[config.mk]
export PLATFORM = sky130hd
export DESIGN_NAME = muxn_scan_flat
export DESIGN_NICKNAME = d
export VERILOG_FILES = /design/src/rtl/muxn_scan_if.sv /design/src/rtl/muxn_scan.sv /design/src/flat_wrapper.sv
export SDC_FILE = /design/constraint.sdc
export NUM_CORES = 1
export LEC_CHECK = 0
export ABC_AREA = 1
export BUFFER_PORTS_ARGS = -buffer_cell sky130_fd_sc_hd__clkbuf_2
export CORE_ASPECT_RATIO = 1.75
export CORE_MARGIN = 8
export CORE_UTILIZATION = 55
export CTS_CLUSTER_SIZE = 25
export DETAILED_ROUTE_END_ITERATION = 6
export PLACE_DENSITY = 0.87
export SETUP_SLACK_MARGIN = 0.05
export SYNTH_ARGS = -nofsm -noshare
export SYNTH_HDL_FRONTEND = slang
export SYNTH_SLANG_ARGS = --single-unit
[constraint.sdc]
create_clock -name clk -period 3.15 [get_ports clk]
set_input_delay 0.315 -clock clk [delete_from_list [all_inputs] [get_ports clk]]
set_output_delay 0.315 -clock clk [all_outputs]
set_load 0.01 [all_outputs]
[src/rtl/muxn_scan_if.sv]
// muxn_scan bus: channel data, select/mode/hold controls and registered results.
// Defining MUXN_SCAN_PARITY_EN adds the par output.
interface muxn_scan_if #(
   parameter int N = 8,
   parameter int W = 1
);
   localparam int SW = $clog2(N);

   logic [N*W-1:0] I;
   logic [SW-1:0]  S;
   logic           mode;
   logic           hold;
   logic [W-1:0]   Y;
   logic           valid;
   logic [SW-1:0]  ch;
   logic           wrap;
   logic           sel_err;
`ifdef MUXN_SCAN_PARITY_EN
   logic           par;

   modport master (
      output I, S, mode, hold,
      input  Y, valid, ch, wrap, sel_err, par
   );
   modport slave (
      input  I, S, mode, hold,
      output Y, valid, ch, wrap, sel_err, par
   );
`else
   modport master (
      output I, S, mode, hold,
      input  Y, valid, ch, wrap, sel_err
   );
   modport slave (
      input  I, S, mode, hold,
      output Y, valid, ch, wrap, sel_err
   );
`endif
endinterface

[src/rtl/muxn_scan.sv]
// N-channel registered mux with manual select and dwell-timed auto-scan.
// Optional MUXN_SCAN_PARITY_EN adds a registered even-parity output par.
module muxn_scan #(
   parameter int N     = 8,
   parameter int W     = 1,
   parameter int DWELL = 2
) (
   input  logic clk,
   input  logic rst,
   muxn_scan_if.slave bus
);
   localparam int SW = $clog2(N);
   localparam logic [SW:0]   NL = (SW+1)'(N);
   localparam logic [SW-1:0] PL = SW'(N-1);
   localparam logic [7:0]    DL = 8'(DWELL-1);

   typedef enum logic {MANUAL, SCAN} st_t;

   st_t           st, st_n;
   logic [SW-1:0] p, p_n, eff_p;
   logic [7:0]    d, d_n, eff_d;
   logic [W-1:0]  y_q, y_n;
   logic [SW-1:0] ch_q, ch_n;
   logic          v_q, v_n;
   logic          wrap_q, wrap_n;
   logic          err_q, err_n;
   logic          pend, pend_n;
   logic          s_ok;

   function automatic logic [W-1:0] pick(
      input logic [N*W-1:0] v,
      input logic [SW-1:0]  k
   );
      logic [W-1:0] r;
      r = '0;
      for (int j = 0; j < N; j++)
         if (int'(k) == j) r = v[j*W +: W];
      return r;
   endfunction

   assign s_ok = {1'b0, bus.S} < NL;

   always_comb begin
      st_n   = st;
      p_n    = p;
      d_n    = d;
      y_n    = y_q;
      ch_n   = ch_q;
      v_n    = v_q;
      wrap_n = 1'b0;
      err_n  = err_q;
      pend_n = pend;
      eff_p  = p;
      eff_d  = d;
      if (!bus.hold) begin
         if (bus.mode) begin
            st_n = SCAN;
            if (st == MANUAL) begin
               eff_p = s_ok ? bus.S : '0;
               eff_d = '0;
            end
            y_n    = pick(bus.I, eff_p);
            ch_n   = eff_p;
            v_n    = 1'b1;
            wrap_n = pend;
            if (eff_d == DL) begin
               d_n    = '0;
               p_n    = (eff_p == PL) ? '0 : eff_p + SW'(1);
               pend_n = (eff_p == PL);
            end else begin
               d_n    = eff_d + 8'd1;
               p_n    = eff_p;
               pend_n = 1'b0;
            end
         end else begin
            st_n   = MANUAL;
            y_n    = s_ok ? pick(bus.I, bus.S) : '0;
            ch_n   = s_ok ? bus.S : '0;
            v_n    = 1'b1;
            err_n  = !s_ok;
            pend_n = 1'b0;
            p_n    = '0;
            d_n    = '0;
         end
      end
   end

   // Reset parks in SCAN with p=0 so a scan after reset starts at channel 0,
   // not at S as a fresh manual->scan entry would.
   always_ff @(posedge clk) begin
      if (rst) begin
         st     <= SCAN;
         p      <= '0;
         d      <= '0;
         y_q    <= '0;
         ch_q   <= '0;
         v_q    <= 1'b0;
         wrap_q <= 1'b0;
         err_q  <= 1'b0;
         pend   <= 1'b0;
      end else begin
         st     <= st_n;
         p      <= p_n;
         d      <= d_n;
         y_q    <= y_n;
         ch_q   <= ch_n;
         v_q    <= v_n;
         wrap_q <= wrap_n;
         err_q  <= err_n;
         pend   <= pend_n;
      end
   end

   assign bus.Y       = y_q;
   assign bus.valid   = v_q;
   assign bus.ch      = ch_q;
   assign bus.wrap    = wrap_q;
   assign bus.sel_err = err_q;

`ifdef MUXN_SCAN_PARITY_EN
   logic par_q;

   always_ff @(posedge clk) begin
      if (rst) par_q <= 1'b0;
      else     par_q <= ^y_n;
   end

   assign bus.par = par_q;
`endif
endmodule

[src/flat_wrapper.sv]
// flat-port wrapper written by rule: the top's interface ports become plain ports
module muxn_scan_flat 
#(
   parameter int N     = 8,
   parameter int W     = 1,
   parameter int DWELL = 2
)
  (clk, rst, bus_I, bus_S, bus_mode, bus_hold, bus_Y, bus_valid, bus_ch, bus_wrap, bus_sel_err);
  muxn_scan_if #(.N(N), .W(W)) bus_i ();
  input  logic clk;
  input  logic rst;
  input wire logic [$bits(bus_i.I)-1:0] bus_I;
  input wire logic [$bits(bus_i.S)-1:0] bus_S;
  input wire logic [$bits(bus_i.mode)-1:0] bus_mode;
  input wire logic [$bits(bus_i.hold)-1:0] bus_hold;
  output wire logic [$bits(bus_i.Y)-1:0] bus_Y;
  output wire logic [$bits(bus_i.valid)-1:0] bus_valid;
  output wire logic [$bits(bus_i.ch)-1:0] bus_ch;
  output wire logic [$bits(bus_i.wrap)-1:0] bus_wrap;
  output wire logic [$bits(bus_i.sel_err)-1:0] bus_sel_err;
  assign bus_i.I = bus_I;
  assign bus_i.S = bus_S;
  assign bus_i.mode = bus_mode;
  assign bus_i.hold = bus_hold;
  assign bus_Y = bus_i.Y;
  assign bus_valid = bus_i.valid;
  assign bus_ch = bus_i.ch;
  assign bus_wrap = bus_i.wrap;
  assign bus_sel_err = bus_i.sel_err;
  muxn_scan #(.N(N), .W(W), .DWELL(DWELL)) u_core (.clk(clk), .rst(rst), .bus(bus_i));
endmodule
After elaboration in Yosys (flattened, before gate mapping)
Cells that the tools add are included.
- register bits: 19
- bits in latches: 0
- RAM bits: 0
- bits in read-only memories: 0
- output and inout port bits: 7
- word-level logic and storage cells: 62
- memories: 0
- add/sub/neg operators: 2
- multipliers: 0
- div/mod/pow operators: 0
- magnitude comparators: 0
- equal/unequal tests: 16
- shift operators: 0
- muxes and demuxes: 32
- bitwise logic cells: 1
- reduce and logical (&&, ||, !) cells: 3
- operators with widths (kind ; count):
    $mux W8 ; 5
    $eq A3 B3 Y1 const B ; 9
    $mux W3 ; 7
    $mux W1 ; 20
    $eq A3 B2 Y1 const B ; 4
    $add A8 B1 Y8 const B ; 1
    $eq A8 B1 Y1 const B ; 1
    $eq A3 B1 Y1 const B ; 2
    $logic_not A3 Y1 ; 2
    $add A3 B1 Y3 const B ; 1
    $reduce_or A3 Y1 ; 1
    $not A1 Y1 ; 1

Logic depth before layout (Yosys ltp)
Gate-level depths: netlist (run 1).
- word-level depth: 13
- depth in mapped cells: 15
- depth with buffers taken out: 14

Worst setup path after synthesis (run 1)
No wires, ideal clock.
- path type: register to register
- start: reg u_core.st
- end: reg u_core.y_q (netlist: u_core.bus.Y)
- arrival time: 1667 ps
- required time: 3080 ps
- slack: 1413 ps
- cell stages (with the launch flop): 15
- period minus slack after synthesis: 1737 ps
- cell sequence: dfxtp_1 -> buf_6 -> o21ai_0 -> ha_1 -> ha_1 -> nand2_1 -> nand2_1 -> nand2_1 -> nand2_1 -> nand2_1 -> nand2_1 -> nand2_1 -> nand2_1 -> nand2_1 -> a21oi_1
- longest elaborated chain between the ends: 13
- elaborated cells on any way between the ends: 20
- those cells by class: eq/ne (7); mux (12); reduce/logical (1)
- ends and longest elaborated chain (what ; line ; RTL):
    start: declaration ; muxn_scan.sv:19 ; st_t st, st_n;
    start signal: assignment ; muxn_scan.sv:102 ; st <= st_n;
    $mux W3 * ; muxn_scan.sv:58 ; if (st == MANUAL) begin
    $mux W3 * ; muxn_scan.sv:56 ; if (bus.mode) begin
    $mux W3 * ; muxn_scan.sv:55 ; if (!bus.hold) begin
    $logic_not A3 Y1 ; muxn_scan.sv:37 ; if (int'(k) == j) r = v[j*W +: W];
    $mux W1 (7 in series) ; muxn_scan.sv:37 ;
    $mux W1 * ; muxn_scan.sv:37 ;
    $mux W1 * ; muxn_scan.sv:56 ;
    end signal: assignment ; muxn_scan.sv:105 ; y_q <= y_n;
    end: declaration ; muxn_scan.sv:22 ; logic [W-1:0] y_q, y_n;
Mark *: on every way between the ends. The rest lies on a longest branch, timed or not. The select of a mux whose other input is x is not followed.
A chain may end at the register's enable or synchronous reset.

Final worst setup path (run 1)
Same ends and word-level chain as after synthesis.

==> results of run 1 <==
[per-layer routing]
layer  routed length [um]  track usage  vias to the layer above
met5                    0            0                        -
met4                  126      0.08594                        0
met3                  148      0.02773                       10
met2                 1687       0.2828                       31
met1                 1084       0.1375                      590
li1                     -            -                      692
[final cells by class]
class | instances | area, um2 | area share
Clock inverter | 1 | 5.005 | 0.003463
Clock buffer | 3 | 41.29 | 0.02857
Inverter | 28 | 105.1 | 0.07273
Multi-Input combinational cell | 154 | 782.0 | 0.5411
Timing Repair Buffer | 20 | 100.1 | 0.06926
Sequential cell | 19 | 380.4 | 0.2632
Tap cell | 25 | 31.28 | 0.02164
[stage by stage]
step | power (uW) | hold WS [ns]
after floorplan | 326.2 | 0.3841
after global placement | 355.0 | 0.4345
after detailed placement | 356.7 | 0.4377
after CTS | 523.9 | 0.4433
after global routing | 549.4 | 0.4640
final | 520.0 | 0.4413
[where the power goes]
| part | total, uW | internal [uW] | switching, uW |
|---|---|---|---|
| Clock | 168 | 87.8 | 80.4 |
| Sequential | 256 | 248 | 7.86 |
| Combinational | 95.7 | 35.4 | 60.3 |
| Total | 520 | 371 | 149 |
[worst max-delay path: cells and delay by family, from the launching register on]
kind	cells	cell delay (ns)
AOI/OAI and AO/OA	2	0.36
DFF	1	0.70
adders and majority gates	2	0.48
and+or+nand+nor	9	0.45
[placed cells by master (no fill, tap or decap), types with 2 or more instances in the layout]
master    synthesis  final
a21oi_1          17     17
clkbuf_2          0     20
clkbuf_8          0      3
dfxtp_1          19     19
ha_1              8      8
inv_1            27     27
nand2_1          70     70
nand2_2           2      2
nand3_1          17     17
nor2_1           19     19
o21ai_0           7      7
[cells by family after synthesis]
| logic type | Yosys count | share of synthesized area |
|---|---|---|
| buffers and inverters | 32 | 0.1016 |
| adder cells (fa/ha/maj) | 8 | 0.07737 |
| other | 1 | 0.002899 |
| flip-flops | 19 | 0.2940 |
| AND/OR/NAND/NOR | 116 | 0.3946 |
| AO/OA/AOI/OAI | 29 | 0.1296 |
[how the worst min path moves through the flow]
stage	depth (start not counted)	to	slack [ns]
final	2	u_core.d[1]	0.44
after global routing	2	u_core.d[5]	0.46
after floorplan	1	u_core.d[7]	0.38
after detailed placement	2	u_core.bus.wrap	0.44
after global placement	2	u_core.bus.wrap	0.43
after CTS	2	u_core.d[5]	0.44
[sequential cells by signal, summed over array words and instances, names as in the netlist]
signal,count
u_core.bus.ch,3
u_core.d,8
u_core.bus.wrap,1
u_core.bus.valid,1
u_core.p,3
u_core.bus.Y,1
u_core.pend,1
u_core.st,1
==> impl_metrics.ini, run 1 <==
[setup_path]
crit_path_start = u_core.st
path_common_cell = nand2_1
critPathRequiredTime_ns = 3.30
crit_fanout = 15
r2r_slack_ns = 1.04
r2r_cells = 13
cp_slowest_cell = dfxtp_1
crit_path_end = u_core.bus.Y
path_class = register to register
start_kind = register
regToRegStartpoint = u_core.st
endpoint_kind = register
rr_endpoint = u_core.bus.Y
crit_arrival_ns = 2.26
critPathMaxStageDelay_ns = 0.70
cp_cell_sequence = o21ai_0, ha_1, ha_1, nand2_1, nand2_1, nand2_1, nand2_1, nand2_1, nand2_1, nand2_1, nand2_1, nand2_1, a21oi_1

[drt]
drt-wirelength-per-cell_um = 12.18
routed_wl_mm = 3.045
dr.pass1.iters = 4
drcViolationCount = 0
antenna_left = 0
routed_via_density = 5.292
num_vias = 1323
drt_iter0_markers = 41

[placement]
dp_slack_ns = 1.058
gp_congestion = 0.9024
placed_cells = 246
dp_hpwl_mm = 2.376
place_area_um2 = 1399
io_buffers = 20

[finish]
area_growth_pct = 11.70
stdcell_count = 250
design_area_um2 = 1445
final_core_util = 0.6357
num_antenna_cells = 0
drive_gt1_frac = 0.1556
fin_nets = 249
fillCellCount = 227

[clock_tree]
path_clk_slew_ns = 0.07
numClockSinks = 19
ctsResizeCount = 0
cts-buffers-inserted = 3
cts_tree = done
ctsHoldBuffers = 0
insertion_delay_ns = 0.25
cts-htree-levels = 1
cts-root-buf = clkbuf_8
postCtsSetupBuffers = 0
ctsLongestPathBuffers = 2

[timing]
setup_tns_ns = 0
finalWorstSetupSlack_ns = 1.038
tightest_slew_ns = 0.5854
clock.fmax_mhz = 473.5
worst_clock_skew_ns = 0.002452
slew_viol_final = 0
rsz0062_at_grt = no
setup_viol = 0
hold_violations = 0
min_period_ns = 2.112
fin_crit_sh = 0.6704
relSlewSlack = 0.6092

[synth]
synth.largest_area_cell = dfxtp_1
synthesis.nets = 228
synth_cells = 205
yosys_register_bits = 19
synth_edf_count = 0
synthTopCellsByCount = 70 x nand2_1, 27 x inv_1, 19 x dfxtp_1, 19 x nor2_1
ys_seq_area_frac = 0.2940
yosysWarnings = 0
syn_area_um2 = 1294
syn_avg_cell_area_um2 = 6.311
synthFlopType = dfxtp_1
ys_types = 27
synthTopCellsByArea = dfxtp_1 29%, nand2_1 20%, inv_1 7.8%
yosysMostFrequentCell = nand2_1
synth_async_sr_flop_share = 0
yosysTopAreaCellShare = 0.2940

[global_routing]
track_usage = 0.1493
antenna_found_initial = 0
grt_pass1_vias = 1298
grt_max_degree = 16
grt-ovfl-total = 0
grt_pass1_wl_mm = 5.050

[pwr]
irDropWorstVdd_uv = 316.7
p_leak_uw = 0.0007641
p_per_area_nw_per_um2 = 359.8

[floorplanning]
core-area_um2 = 2273
num_rows = 23
ios = 22
dieArea_um2 = 4221
start_util = 0.5691
fp.dieW_um = 52.66
fp.dieH_um = 80.16

[outcome]
status = finished, final reports clean

[worst_hold_path]
min_path_type = input pin to register
hp-start = rst

[run]
max_cap_viol_count = 0
No activity file was read; power rests on OpenSTA's default activity.
==> run 2, diff against run 1 <==
--- a/config.mk
+++ b/config.mk
@@ -9,10 +9,10 @@
 export BUFFER_PORTS_ARGS = -buffer_cell sky130_fd_sc_hd__clkbuf_2
 export CORE_ASPECT_RATIO = 1.75
 export CORE_MARGIN = 8
-export CORE_UTILIZATION = 55
+export CORE_UTILIZATION = 50
 export CTS_CLUSTER_SIZE = 25
 export DETAILED_ROUTE_END_ITERATION = 6
-export PLACE_DENSITY = 0.87
+export PLACE_DENSITY = 0.84
 export SETUP_SLACK_MARGIN = 0.05
 export SYNTH_ARGS = -nofsm -noshare
 export SYNTH_HDL_FRONTEND = slang
==> constraint.sdc (replaced) <==
create_clock -name clk -period 1.8 [get_ports clk]
set_input_delay 0.18 -clock clk [delete_from_list [all_inputs] [get_ports clk]]
set_output_delay 0.18 -clock clk [all_outputs]
set_load 0.01 [all_outputs]
==> impl_metrics.ini, run 2 (synthesis results as in run 1) <==
[outcome]
status = finished, final reports clean

[floorplanning]
num_rows = 24
fp.dieH_um = 83.29
start_util = 0.5254
ios = 22
fp.dieW_um = 54.45
core-area_um2 = 2462
dieArea_um2 = 4535

[placement]
io_buffers = 20
placed_cells = 252
dp_hpwl_mm = 2.459
gp_congestion = 0.9526

[setup_path]
crit_arrival_ns = 1.82
r2r_slack_ns = 0.17
crit_fanout = 5
critPathRequiredTime_ns = 2.00
critPathMaxStageDelay_ns = 0.39
cp_slowest_cell = dfxtp_4
start_kind = register
r2r_cells = 15
path_class = register to register
path_common_cell = nand2_1
cp_cell_sequence = nand2_1, o21ai_1, buf_4, ha_2, ha_2, nand2_1, nand2_1, nand2_1, nand2_1, nand2_1, nand2_1, nand2_1, nand2_1, nand2_1, a21oi_1
endpoint_kind = register
regToRegStartpoint = u_core.st
crit_path_start = u_core.st

[finish]
num_antenna_cells = 0
area_growth_pct = 17.60
drive_gt1_frac = 0.1991
largest_reg_flops = 8
final_core_util = 0.6179
layout_commonest_cell = nand2_1
fin_nets = 255
mostFrequentLayoutCells = 70 x nand2_1, 27 x inv_1, 20 x clkbuf_2
stdcell_count = 257
top_register = u_core.d

[global_routing]
grt_pass1_vias = 1322
track_usage = 0.1477
grt_pass1_wl_mm = 5.278
grt_max_degree = 16
grt-ovfl-total = 0
antenna_found_initial = 0

[pwr]
irDropWorstVdd_uv = 449.1
report.power.total_uw = 931.9
p_per_area_nw_per_um2 = 612.5
p_leak_uw = 0.0007956

[drt]
routed_wl_mm = 3.102
dr.pass1.iters = 4
wl_met2_mm = 1.631
met3_length_um = 181
topRoutingLayerUsed = met4
routed_via_density = 5.171
num_vias = 1329
detail_route.wirelength.met1_mm = 1.129
drt_iter0_markers = 22
drt-wirelength-per-cell_um = 12.07
antenna_left = 0
drcViolationCount = 0

[worst_hold_path]
hold_depth = 4
min_path_type = input pin to register
hp-start = bus_hold

[timing]
rsz0062_at_grt = yes
hold_violations = 0
setup_viol = 0
worst_clock_skew_ns = 0.002649
slew_viol_final = 0
setup_tns_ns = 0
min_period_ns = 1.626
clock.fmax_mhz = 614.9
fin_crit_sh = 0.9035

[clock_tree]
insertion_delay_ns = 0.26
ctsHoldBuffers = 0
ctsLongestPathBuffers = 2
numClockSinks = 19
cts-root-buf = clkbuf_8
cts_tree = done
path_clk_slew_ns = 0.07
cts-buffers-inserted = 3
cts-htree-levels = 1

[run]
max_cap_viol_count = 0
## run 2: cell count changes in the layout (fill, tap and decap cells not counted), sizes merged
cell and change:
buf +6
## run 2: where the power goes
part           internal [uW]  switching [uW]  leakage, uW  total, uW
sequential               434            8.87     0.000155        443
combinational           75.8             117     0.000615        193
clock                    154             142    0.0000255        296
## run 2: timing repair
action,4_1_cts,5_1_grt
setup buffers,0,1
gates resized for setup,0,10
setup endpoints to repair,0,10
hold endpoints to repair,0,0
## run 2: per-stage QoR
stage | worst slack, ns | hold WS (ns) | instance area, um2
6_report | 0.1737 | 0.2683 | 1521
3_5_place_dp | 0.08576 | 0.4357 | 1438
5_1_grt | 0.03260 | 0.3068 | 1521
3_3_place_gp | 0.1625 | 0.4295 | 1438
4_1_cts | 0.06771 | 0.2696 | 1484
2_1_floorplan | 0.06296 | 0.2491 | 1294
## run 2: worst paths after layout
check	endpoint
worst max-delay path	u_core.bus.Y
worst max register to register	u_core.bus.Y
worst min register to register	u_core.bus.wrap
worst min-delay path	u_core.p[0]
## run 2: worst max-delay path, delay by kind of cell (launching register included)
kind / cells / cell delay, ns
fa+ha+maj: 2 / 0.35
compound gates: 2 / 0.18
buf+inv: 1 / 0.14
simple gates: 10 / 0.51
flops: 1 / 0.39
## run 2: area by class of cell
class	instances	area, um2
clock buffers	3	41.29
clock inverters	1	5.005
fillers	233	940.9
inverters	28	105.1
multi-input cells	154	800.8
flip-flops and latches	19	384.1
well taps	26	32.53
repair buffers	26	152.6
## run 2: routing by layer
metal,global-route usage,vias up
li1,-,702
met1,0.1331,576
met2,0.2642,34
met3,0.03036,17
met4,0.1014,0
met5,0,-
